$ cat config.mk
export PLATFORM = sky130hd
export DESIGN_NAME = mpi_reduce_engine
export DESIGN_NICKNAME = d
export VERILOG_FILES = /design/src/rtl/mpi_reduce_engine.sv
export SDC_FILE = /design/constraint.sdc
export NUM_CORES = 1
export LEC_CHECK = 0
export CAP_MARGIN = 20
export CORE_ASPECT_RATIO = 1.25
export CORE_UTILIZATION = 45
export CTS_CLUSTER_SIZE = 24
export DETAILED_ROUTE_END_ITERATION = 10
export PLACE_DENSITY = 0.64
export SYNTH_ARGS = -nofsm -noshare
export SYNTH_HDL_FRONTEND = slang
export SYNTH_SLANG_ARGS = --single-unit
$ cat constraint.sdc
create_clock -name clk -period 11.8 [get_ports clk]
set_input_delay 1.18 -clock clk [delete_from_list [all_inputs] [get_ports clk]]
set_output_delay 1.18 -clock clk [all_outputs]
set_load 0.01 [all_outputs]
$ cat src/rtl/mpi_reduce_engine.sv
// Multi-slot collective reduction engine: folds per-rank contributions keyed by
// (contextId, tag) and emits one registered result once the whole group has contributed.
module mpi_reduce_engine #(
    parameter int unsigned DATA_W    = 32,
    parameter int unsigned NUM_SLOTS = 4,
    parameter int unsigned MAX_RANKS = 8,
    parameter int unsigned RANK_W    = 9,
    parameter int unsigned CNT_W     = 4
) (
    input  logic              clk,
    input  logic              rst,
    input  logic              valid_in,
    output logic              ready_in,
    input  logic [RANK_W-1:0] rank,
    input  logic [7:0]        contextId,
    input  logic [7:0]        tag,
    input  logic [3:0]        op,
    input  logic [CNT_W-1:0]  group_size,
    input  logic [DATA_W-1:0] payload,
    output logic              valid_out,
    input  logic              ready_out,
    output logic [7:0]        out_contextId,
    output logic [7:0]        out_tag,
    output logic [3:0]        out_op,
    output logic [DATA_W-1:0] out_result,
    output logic              done,
    output logic              err
);

    localparam int unsigned SIDX_W = (NUM_SLOTS > 1) ? $clog2(NUM_SLOTS) : 1;
    localparam int unsigned RIDX_W = (MAX_RANKS > 1) ? $clog2(MAX_RANKS) : 1;

    localparam logic [3:0] OpSum = 4'b1000;
    localparam logic [3:0] OpMax = 4'b1001;
    localparam logic [3:0] OpMin = 4'b1010;
    localparam logic [3:0] OpAnd = 4'b1011;
    localparam logic [3:0] OpOr  = 4'b1100;
    localparam logic [3:0] OpXor = 4'b1101;

    typedef logic [SIDX_W-1:0] sidx_t;

    function automatic logic op_legal(input logic [3:0] f);
        return f inside {OpSum, OpMax, OpMin, OpAnd, OpOr, OpXor};
    endfunction

    function automatic logic [DATA_W-1:0] reduce_op(input logic [3:0]        f,
                                                    input logic [DATA_W-1:0] a,
                                                    input logic [DATA_W-1:0] b);
        logic [DATA_W-1:0] r;
        r = '0;
        case (f)
            OpSum:   r = a + b;
            OpMax:   r = ($signed(a) > $signed(b)) ? a : b;
            OpMin:   r = ($signed(a) < $signed(b)) ? a : b;
            OpAnd:   r = a & b;
            OpOr:    r = a | b;
            OpXor:   r = a ^ b;
            default: r = '0;
        endcase
        return r;
    endfunction

    // Per-slot state
    logic [NUM_SLOTS-1:0] vld_q, vld_d;
    logic [7:0]           ctx_q [NUM_SLOTS];
    logic [7:0]           ctx_d [NUM_SLOTS];
    logic [7:0]           tag_q [NUM_SLOTS];
    logic [7:0]           tag_d [NUM_SLOTS];
    logic [3:0]           op_q  [NUM_SLOTS];
    logic [3:0]           op_d  [NUM_SLOTS];
    logic [CNT_W-1:0]     gsz_q [NUM_SLOTS];
    logic [CNT_W-1:0]     gsz_d [NUM_SLOTS];
    logic [CNT_W-1:0]     cnt_q [NUM_SLOTS];
    logic [CNT_W-1:0]     cnt_d [NUM_SLOTS];
    logic [DATA_W-1:0]    acc_q [NUM_SLOTS];
    logic [DATA_W-1:0]    acc_d [NUM_SLOTS];
    logic [MAX_RANKS-1:0] bmp_q [NUM_SLOTS];
    logic [MAX_RANKS-1:0] bmp_d [NUM_SLOTS];

    // Output register
    logic              out_vld_q, out_vld_d;
    logic [7:0]        out_ctx_q, out_ctx_d;
    logic [7:0]        out_tag_q, out_tag_d;
    logic [3:0]        out_op_q, out_op_d;
    logic [DATA_W-1:0] out_res_q, out_res_d;
    logic              err_q, err_d;

    logic [NUM_SLOTS-1:0] fin;
    logic                 hit, free_any, fin_any;
    sidx_t                hit_idx, free_idx, fin_idx;

    // A finished slot no longer matches lookups; it waits only to move into the output register.
    always_comb begin
        fin      = '0;
        hit      = 1'b0;
        hit_idx  = '0;
        free_any = 1'b0;
        free_idx = '0;
        fin_any  = 1'b0;
        fin_idx  = '0;
        for (int i = 0; i < NUM_SLOTS; i++) begin
            fin[i] = vld_q[i] && (cnt_q[i] == gsz_q[i]);
            if (!hit && vld_q[i] && !fin[i] && ctx_q[i] == contextId && tag_q[i] == tag) begin
                hit     = 1'b1;
                hit_idx = sidx_t'(i);
            end
            if (!free_any && !vld_q[i]) begin
                free_any = 1'b1;
                free_idx = sidx_t'(i);
            end
            if (!fin_any && fin[i]) begin
                fin_any = 1'b1;
                fin_idx = sidx_t'(i);
            end
        end
    end

    logic [3:0]           sel_op;
    logic [CNT_W-1:0]     sel_gsz;
    logic [MAX_RANKS-1:0] sel_bmp;
    logic [31:0]          rank_w, gsz_w;
    logic [RIDX_W-1:0]    ridx;
    logic                 rank_in, drop, stall, accept, out_can, load;

    always_comb begin
        sel_op  = hit ? op_q[hit_idx] : op;
        sel_gsz = hit ? gsz_q[hit_idx] : group_size;
        sel_bmp = hit ? bmp_q[hit_idx] : '0;
        rank_w  = 32'(rank);
        gsz_w   = 32'(sel_gsz);
        ridx    = rank[RIDX_W-1:0];
        rank_in = rank_w < MAX_RANKS;
        drop    = !op_legal(op)
                || (!hit && group_size == '0)
                || !rank_in
                || (rank_w >= gsz_w)
                || (hit && op != sel_op)
                || (rank_in && sel_bmp[ridx]);
        stall    = out_vld_q && !ready_out;
        ready_in = (hit || free_any) && !stall;
        accept   = valid_in && ready_in;
        out_can  = !out_vld_q || ready_out;
        load     = fin_any && out_can;
    end

    always_comb begin
        vld_d = vld_q;
        ctx_d = ctx_q;
        tag_d = tag_q;
        op_d  = op_q;
        gsz_d = gsz_q;
        cnt_d = cnt_q;
        acc_d = acc_q;
        bmp_d = bmp_q;
        if (accept && !drop) begin
            if (hit) begin
                acc_d[hit_idx]       = reduce_op(op_q[hit_idx], acc_q[hit_idx], payload);
                cnt_d[hit_idx]       = cnt_q[hit_idx] + CNT_W'(1);
                bmp_d[hit_idx][ridx] = 1'b1;
            end else begin
                vld_d[free_idx]       = 1'b1;
                ctx_d[free_idx]       = contextId;
                tag_d[free_idx]       = tag;
                op_d[free_idx]        = op;
                gsz_d[free_idx]       = group_size;
                cnt_d[free_idx]       = CNT_W'(1);
                acc_d[free_idx]       = payload;
                bmp_d[free_idx]       = '0;
                bmp_d[free_idx][ridx] = 1'b1;
            end
        end
        if (load) begin
            vld_d[fin_idx] = 1'b0;
        end
    end

    // A drain and a fresh load may coincide; the new result simply overwrites the old one.
    always_comb begin
        out_vld_d = out_vld_q && !ready_out;
        out_ctx_d = out_ctx_q;
        out_tag_d = out_tag_q;
        out_op_d  = out_op_q;
        out_res_d = out_res_q;
        if (load) begin
            out_vld_d = 1'b1;
            out_ctx_d = ctx_q[fin_idx];
            out_tag_d = tag_q[fin_idx];
            out_op_d  = op_q[fin_idx];
            out_res_d = acc_q[fin_idx];
        end
        err_d = accept && drop;
    end

    always_ff @(posedge clk or negedge rst) begin
        if (!rst) begin
            vld_q <= '0;
            for (int i = 0; i < NUM_SLOTS; i++) begin
                ctx_q[i] <= '0;
                tag_q[i] <= '0;
                op_q[i]  <= '0;
                gsz_q[i] <= '0;
                cnt_q[i] <= '0;
                acc_q[i] <= '0;
                bmp_q[i] <= '0;
            end
            out_vld_q <= 1'b0;
            out_ctx_q <= '0;
            out_tag_q <= '0;
            out_op_q  <= '0;
            out_res_q <= '0;
            err_q     <= 1'b0;
        end else begin
            vld_q     <= vld_d;
            ctx_q     <= ctx_d;
            tag_q     <= tag_d;
            op_q      <= op_d;
            gsz_q     <= gsz_d;
            cnt_q     <= cnt_d;
            acc_q     <= acc_d;
            bmp_q     <= bmp_d;
            out_vld_q <= out_vld_d;
            out_ctx_q <= out_ctx_d;
            out_tag_q <= out_tag_d;
            out_op_q  <= out_op_d;
            out_res_q <= out_res_d;
            err_q     <= err_d;
        end
    end

    assign valid_out     = out_vld_q;
    assign out_contextId = out_ctx_q;
    assign out_tag       = out_tag_q;
    assign out_op        = out_op_q;
    assign out_result    = out_res_q;
    assign done          = out_vld_q && ready_out;
    assign err           = err_q;

endmodule

# [Word level (Yosys, flattened, before mapping)]
# Cells that the tools add are included.
[op_classes] add_sub_neg=2 order_cmp=15 n_eq_ne=25 muxes=92 n_bitwise=17 n_reduce_logical=72
[op_table] op="$mux 32" count=11
[op_table] op="$bwmux 128" count=2
[op_table] op="$pmux 32 s6" count=1
[op_table] op="$bmux 32 s2" count=2
[op_table] op="$demux 32 s2" count=2
[op_table] op="$mux 128" count=1
[op_table] op="$or 32x32->32" count=3
[op_table] op="$mux 8" count=10
[op_table] op="$and 32x32->32" count=2
[op_table] op="$bwmux 32" count=2
[op_table] op="$eq 8x8->1" count=8
[op_table] op="$mux 4" count=15
[op_table] op="$bmux 8 s2" count=3
[op_table] op="$bwmux 16" count=3
[op_table] op="$demux 8 s2" count=3
[op_table] op="$eq 4x4->1 const B" count=12
[op_table] op="$logic_and 1x1->1" count=40
[op_table] op="$add 32x32->32" count=1
[op_table] op="$bmux 4 s2" count=4
[op_table] op="$gt 32x32->1" count=1
[op_table] op="$lt 32x32->1" count=1
[op_table] op="$not 32->32" count=1
[op_table] op="$xor 32x32->32" count=1
[op_table] op="$logic_not 1->1" count=22
[op_table] op="other kinds (29)" count=72
[totals] regBits=330 input_bits=69 out_inout_bits=56 wordCells=258

# [Logic depth before layout (Yosys ltp)]
[depth] word_depth=39 ltp_mapped=29 ltp_nobuf=22

# [Least setup slack after synthesis]
# Ideal clock, no wire load.
[synth_timing] kind="input to register" startpoint="input tag[3]" endpoint="register acc_q[41] (netlist bit)" setup_time_ns=0.126 arrival_time_ns=7.439 required_time_ns=11.674 path_slack_ns=4.235 cell_stages=27 path_cell_list="buf_2 xor2_1 nor4_2 and3_1 buf_2 nand3_1 a31oi_1 buf_2 buf_2 buf_2 nor2_1 nor3_1 ha_1 clkbuf_1 a21o_1 a21oi_1 o21bai_1 o41a_1 o41ai_1 a31oi_1 and3_1 o21ai_2 buf_4 nor2_1 or4_4 a221oi_1 nor2_1"
[synth_via] elab_chain_len=32 word_cells_on_any_way=85 classes_between="1 x add/sub; 5 x order compare; 11 x eq/ne; 33 x mux; 4 x bitwise; 31 x reduce/logical"
[synth_rtl] element="start: declaration" line_no="16" source="input logic [7:0] tag,"
[synth_rtl] element="$eq 8x8->1" line_no="103" source="if (!hit && vld_q[i] && !fin[i] && ctx_q[i] == contextId && tag_q[i] == tag) begin"
[synth_rtl] element="$logic_and 1x1->1" line_no="103"
[synth_rtl] element="$mux 1" line_no="103"
[synth_rtl] element="$logic_not 1->1" line_no="103"
[synth_rtl] element="$logic_and 1x1->1 (4 in series)" line_no="103"
[synth_rtl] element="$mux 1" line_no="103"
[synth_rtl] element="$logic_not 1->1" line_no="103"
[synth_rtl] element="$logic_and 1x1->1 (4 in series)" line_no="103"
[synth_rtl] element="[9 not listed]"
[synth_rtl] element="$mux 32 (implied by the code) (tied with other cells) (2 in series)" line_no="157" source="acc_d[hit_idx] = reduce_op(op_q[hit_idx], acc_q[hit_idx], payload);"
[synth_rtl] element="$lt 32x32->1 (tied with other cells)" line_no="54" source="OpMin: r = ($signed(a) < $signed(b)) ? a : b;"
[synth_rtl] element="$mux 32 (tied with other cells)" line_no="54"
[synth_rtl] element="$pmux 32 s6 (tied with other cells)" line_no="51" source="case (f)"
[synth_rtl] element="$mux 32 (tied with other cells)" line_no="156" source="if (hit) begin"
[synth_rtl] element="$mux 32 / $logic_or 1x1->1 (equally long branches)" line_no="155, 138"
[synth_rtl] element="$bwmux 128 / $logic_not 1->1 (equally long branches)" line_no="157, 155"
[synth_rtl] element="$mux 128 / $logic_and 1x1->1 (equally long branches)" line_no="156, 155"
[synth_rtl] element="end signal: indexed assignment" line_no="203" source="acc_q[i] <= '0;"
[synth_rtl] element="end signal: assignment" line_no="219" source="acc_q <= acc_d;"
[synth_rtl] element="end: declaration" line_no="75" source="logic [DATA_W-1:0] acc_q [NUM_SLOTS];"
# Several ways; a longest one is shown, not always the timed one. The select of a mux whose other input is x is not followed.
# A chain may end at the register's enable or synchronous reset.

# [Final worst setup path]
[layout_timing] startpoint="input contextId[3]" endpoint="register acc_q[89] (netlist bit)"
[layout_via] elab_chain_len=33 word_cells_on_any_way=86 classes_between="1 x add/sub; 5 x order compare; 11 x eq/ne; 33 x mux; 4 x bitwise; 32 x reduce/logical"
[layout_rtl] element="start: declaration" line_no="15" source="input logic [7:0] contextId,"
[layout_rtl] element="$eq 8x8->1" line_no="103"
[layout_rtl] element="$logic_and 1x1->1 (2 in series)" line_no="103"
[layout_rtl] element="$mux 1" line_no="103"
[layout_rtl] element="$logic_not 1->1" line_no="103"
[layout_rtl] element="$logic_and 1x1->1 (4 in series)" line_no="103"
[layout_rtl] element="$mux 1" line_no="103"
[layout_rtl] element="$logic_not 1->1" line_no="103"
[layout_rtl] element="$logic_and 1x1->1 (4 in series)" line_no="103"
[layout_rtl] element="[9 not listed]"
[layout_rtl] element="$mux 32 (implied by the code) (tied with other cells) (2 in series)" line_no="157"
[layout_rtl] element="$lt 32x32->1 (tied with other cells)" line_no="54"
[layout_rtl] element="$mux 32 (tied with other cells)" line_no="54"
[layout_rtl] element="$pmux 32 s6 (tied with other cells)" line_no="51"
[layout_rtl] element="$mux 32 (tied with other cells)" line_no="156"
[layout_rtl] element="$mux 32 / $logic_or 1x1->1 (equally long branches)" line_no="155, 138"
[layout_rtl] element="$bwmux 128 / $logic_not 1->1 (equally long branches)" line_no="157, 155"
[layout_rtl] element="$mux 128 / $logic_and 1x1->1 (equally long branches)" line_no="156, 155"
# Several ways; a longest one is shown, not always the timed one. The select of a mux whose other input is x is not followed.

==> summary.md <==
| Metric | Value |
|---|---|
| Post-route setup slack | 2.53 ns |
| Max layer used | met4 |
| Met2 wire length | 39500 um |
| Grt ovf | 0 |
| Sequential area share after synthesis | 0.381 |
| R2R Setup Slk | 3.46 ns |
| Most used flip-flop cell after synthesis | dfrtp_1 |
| Core area | 47300 sq um |
| Routability cong. | 1.03 |
| Vias | 21200 |
| Buffers added on ports | 124 |
| Max incr delay on CP | 0.99 ns |
| Slowest cell on crit path | nand3_2 |
| Final min period | 9.27 ns |
| Async S/R FF share, synth | 1.00 |
| CP Launch Type | input port |
| Initial Util | 0.458 |
| Fmax | 108 MHz |
| Crit path DAT | 9.72 ns |
| Worst-Skew Late Latency | 0.58 ns |
| Worst Hold Class | flip-flop to flip-flop |
| Share of layout cells above drive strength 1 | 0.0712 |
| Die ar. | 49000 sq um |
| Number of setup buffers added after CTS | 0 |
| Final Hold Vio Count | 0 |
| Synth Area in Compound Gates | 0.246 |
| CP top delay family | compound AO/OA/AOI/OAI gates |
| M1 WL | 31700 um |
| Final hold slack | 0.475 ns |
| Root buf cell | clkbuf_16 |
| Final-report setup violation count | 0 |
| Largest net degree at the start of global routing | 118 |
| Most common cell after layout, fill and taps aside | nand2_1 |
| Num rows | 89 |
| # diodes | 0 |
| Setup CP Type | input port to flip-flop |
| Final core occ | 0.521 |
| DR pass1 iterations | 6 |
| Initial drt markers | 2244 |
| Synth Area in Adders | 0.0593 |
| RSZ-0062 raised after global routing | false |
| Vias per inst | 6.49 |
| Number of flops mapped to enable cells by yosys | 0 |
| PD cells | 115 nW/um^2 |
| I/O pin count | 125 |
| Max_slew headroom | 0.255 |
| Total GRT Usage | 0.347 |
| CTS resizes | 0 |
| Post-Syn Instances | 2569 |
| Synthesis-to-finish area growth | 13.8% |
| CTS tree | yes |
| DP Wirelength | 55900 um |
| Simple-Gate Fraction of Synth Area | 0.200 |
| Cells along the critical path | clkdlybuf4s50_1, xor2_1, nor4_2, and3_1, nand3_1, nand3_2, buf_4, o22ai_1, a211oi_1, ha_1, nor2_1, nor2_1, o311ai_0, o21ai_0, o41ai_1, a31oi_1, and3_1, o21ai_2, buf_4, nor2_1, a2111oi_1, a2bb2oi_1, a21oi_1 |
| H-tree levels | 2 |
| Max-cap violation count | 0 |
| LEAKAGE | 11.2 nW |
| CTS Buf Count | 39 |
| Syn_area_per_cell | 8.43 sq um |
| Post-synthesis mux area share | 0.0167 |
| Post-Place Setup Slack | 2.17 ns |
| Longest Clk Path Bufs | 3 |
| Clk slew on worst S/H paths | 0.06 ns |
| Clk_skew | 0.0210 ns |
| WL met3 | 7360 um |
| Global-route wire length before repair | 128000 um |
| Post-DRT Antenna Nets | 0 |
| Die width | 198 um |
| DRC viols | 0 |
| Post-Syn Area | 21700 sq um |
| Commonest cells after routing, fill and taps aside | 482 x nand2_1, 330 x dfrtp_1, 178 x nor2_1 |
| Hold buffer count at cts | 0 |
| Synth Net Count | 2740 |
| Die Y-Extent | 247 um |
| XOR/XNOR share of the synthesized area | 0.0384 |
| Main combinational cell family by area after synthesis | compound AO/OA/AOI/OAI gates |
| Number of global-route vias before repair | 21100 |
| Number of synthesized register bits | 330 |
| Worst setup EP type | flip-flop |
| Crit Path Max Fanout | 34 |
| Layout Nets | 2769 |
| Period utilization | 0.786 |
| VDD IR max | 108 uV |
| Synth unique cells | 96 |
| Post-placement cell count | 3193 |
| Status | finished, final reports clean |
| Fin Setup TNS | 0 ns |
| Yosys warning total | 0 |
| CTS sink count | 330 |
| Buf/Inv on CP | 3 |
| Worst Tran Pin Value | 1.11 ns |
| Max Slew Vio Count | 0 |
| Final WL | 84600 um |
| Fin cells | 3264 |
| Critical Path RT | 12.25 ns |
| Routed length per placed instance | 25.9 um |
| Initial antenna violation count | 0 |
| Crit path top cell by count | nor2_1 |
## where the power goes
group / switching (mW) / internal, mW
combinational: 0.266 / 0.166
clock: 0.518 / 0.704
sequential: 0.0177 / 1.16
## sequential cells by signal, summed over array words and instances, names as in the netlist, named ones only
| register | flops |
|---|---|
| acc_q | 128 |
| cnt_q | 16 |
| ctx_q | 32 |
| err | 1 |
| gsz_q | 16 |
| op_q | 16 |
| out_contextId | 8 |
| out_op | 4 |
| out_result | 32 |
| out_tag | 8 |
| tag_q | 32 |
| valid_out | 1 |
| vld_q | 4 |
## per-stage QoR
step / instance area, sq um / power (mW)
after floorplan: 21700 / 1.44
after global placement: 23400 / 1.61
after detailed placement: 23400 / 1.62
after CTS: 24600 / 2.84
after global routing: 24600 / 2.92
final: 24600 / 2.83
## final cells by class
type / count / area [sq um]
Inverter: 118 / 443
Clock inverter: 13 / 108
Fill cell: 4434 / 22700
Tap cell: 637 / 797
Multi-Input combinational cell: 1937 / 12300
Clock buffer: 57 / 1160
Sequential cell: 330 / 8260
Timing Repair Buffer: 172 / 1610
## kinds of logic after synthesis
kind of cell / Yosys count
compound gates: 762
fa+ha+maj: 102
xor+xnor: 94
mux: 33
simple gates: 946
buf+inv: 302
flops: 330
## synth_stat cells (8+ instances only)
cell | count | area (sq um)
or2_2 | 8 | 50.1
nand2b_1 | 18 | 113
a21o_1 | 12 | 90.1
a221oi_1 | 19 | 166
o211ai_1 | 35 | 263
o22ai_1 | 104 | 651
inv_1 | 118 | 443
nor2b_1 | 9 | 56.3
buf_1 | 12 | 45.0
mux2i_1 | 8 | 80.1
xnor2_1 | 49 | 429
and3_1 | 10 | 62.6
and2_1 | 11 | 68.8
ha_1 | 101 | 1260
nor4_1 | 18 | 113
nor2_1 | 178 | 668
a22o_1 | 24 | 210
mux2_1 | 18 | 203
o21bai_1 | 12 | 90.1
o21ai_1 | 36 | 180
nand3_1 | 76 | 380
xor2_1 | 44 | 385
nand4_1 | 32 | 200
nand2_1 | 482 | 1810
a21oi_1 | 78 | 390
buf_4 | 11 | 82.6
buf_2 | 48 | 240
o221ai_1 | 64 | 561
a2bb2oi_1 | 29 | 254
nor3_1 | 35 | 175
dfrtp_1 | 330 | 8260
a22oi_1 | 53 | 398
or3_1 | 24 | 150
a211oi_1 | 14 | 105
clkbuf_1 | 109 | 409
a31oi_1 | 9 | 56.3
o21ai_0 | 162 | 811
## routing by layer
layer  GRT usage  up-vias
li1            -     9354
met3      0.0638      389
met1       0.413    10200
met2       0.570     1240
met5           0        -
met4       0.235        0
## worst register-to-register path, stage by stage (launching register included)
cell and delay, ns:
dfrtp_1 0.42, xnor2_2 0.45, nand4_1 0.22, nor4_2 0.66
nand2_1 0.47, a31oi_4 0.76, buf_4 0.39, nor2_1 0.06
or3_1 0.42, inv_1 0.11, ha_1 0.33, nand4_1 0.19
nor4_1 0.10, a21boi_0 0.13, o41a_1 0.46, o41ai_1 0.75
a31oi_1 0.23, and3_1 0.28, o21ai_2 0.41, buf_4 0.34
nor2_1 0.07, a2111oi_1 0.64, a2bb2oi_1 0.23, a21oi_1 0.09
## path summary, 6_finish.rpt
| check | startpoint | endpoint | cells past startpoint |
|---|---|---|---|
| worst max-delay path | contextId[3] | acc_q[89] | 23 |
| worst min-delay path | out_op[2] | out_op[2] | 2 |
| worst max register to register | tag_q[15] | acc_q[89] | 23 |
| worst min register to register | out_op[2] | out_op[2] | 2 |
| max in group asynchronous | rst | async pin | 2 |
| min in group asynchronous | rst | out_tag[1] | 1 |
Note: power is estimated with default switching activity, not from simulation.
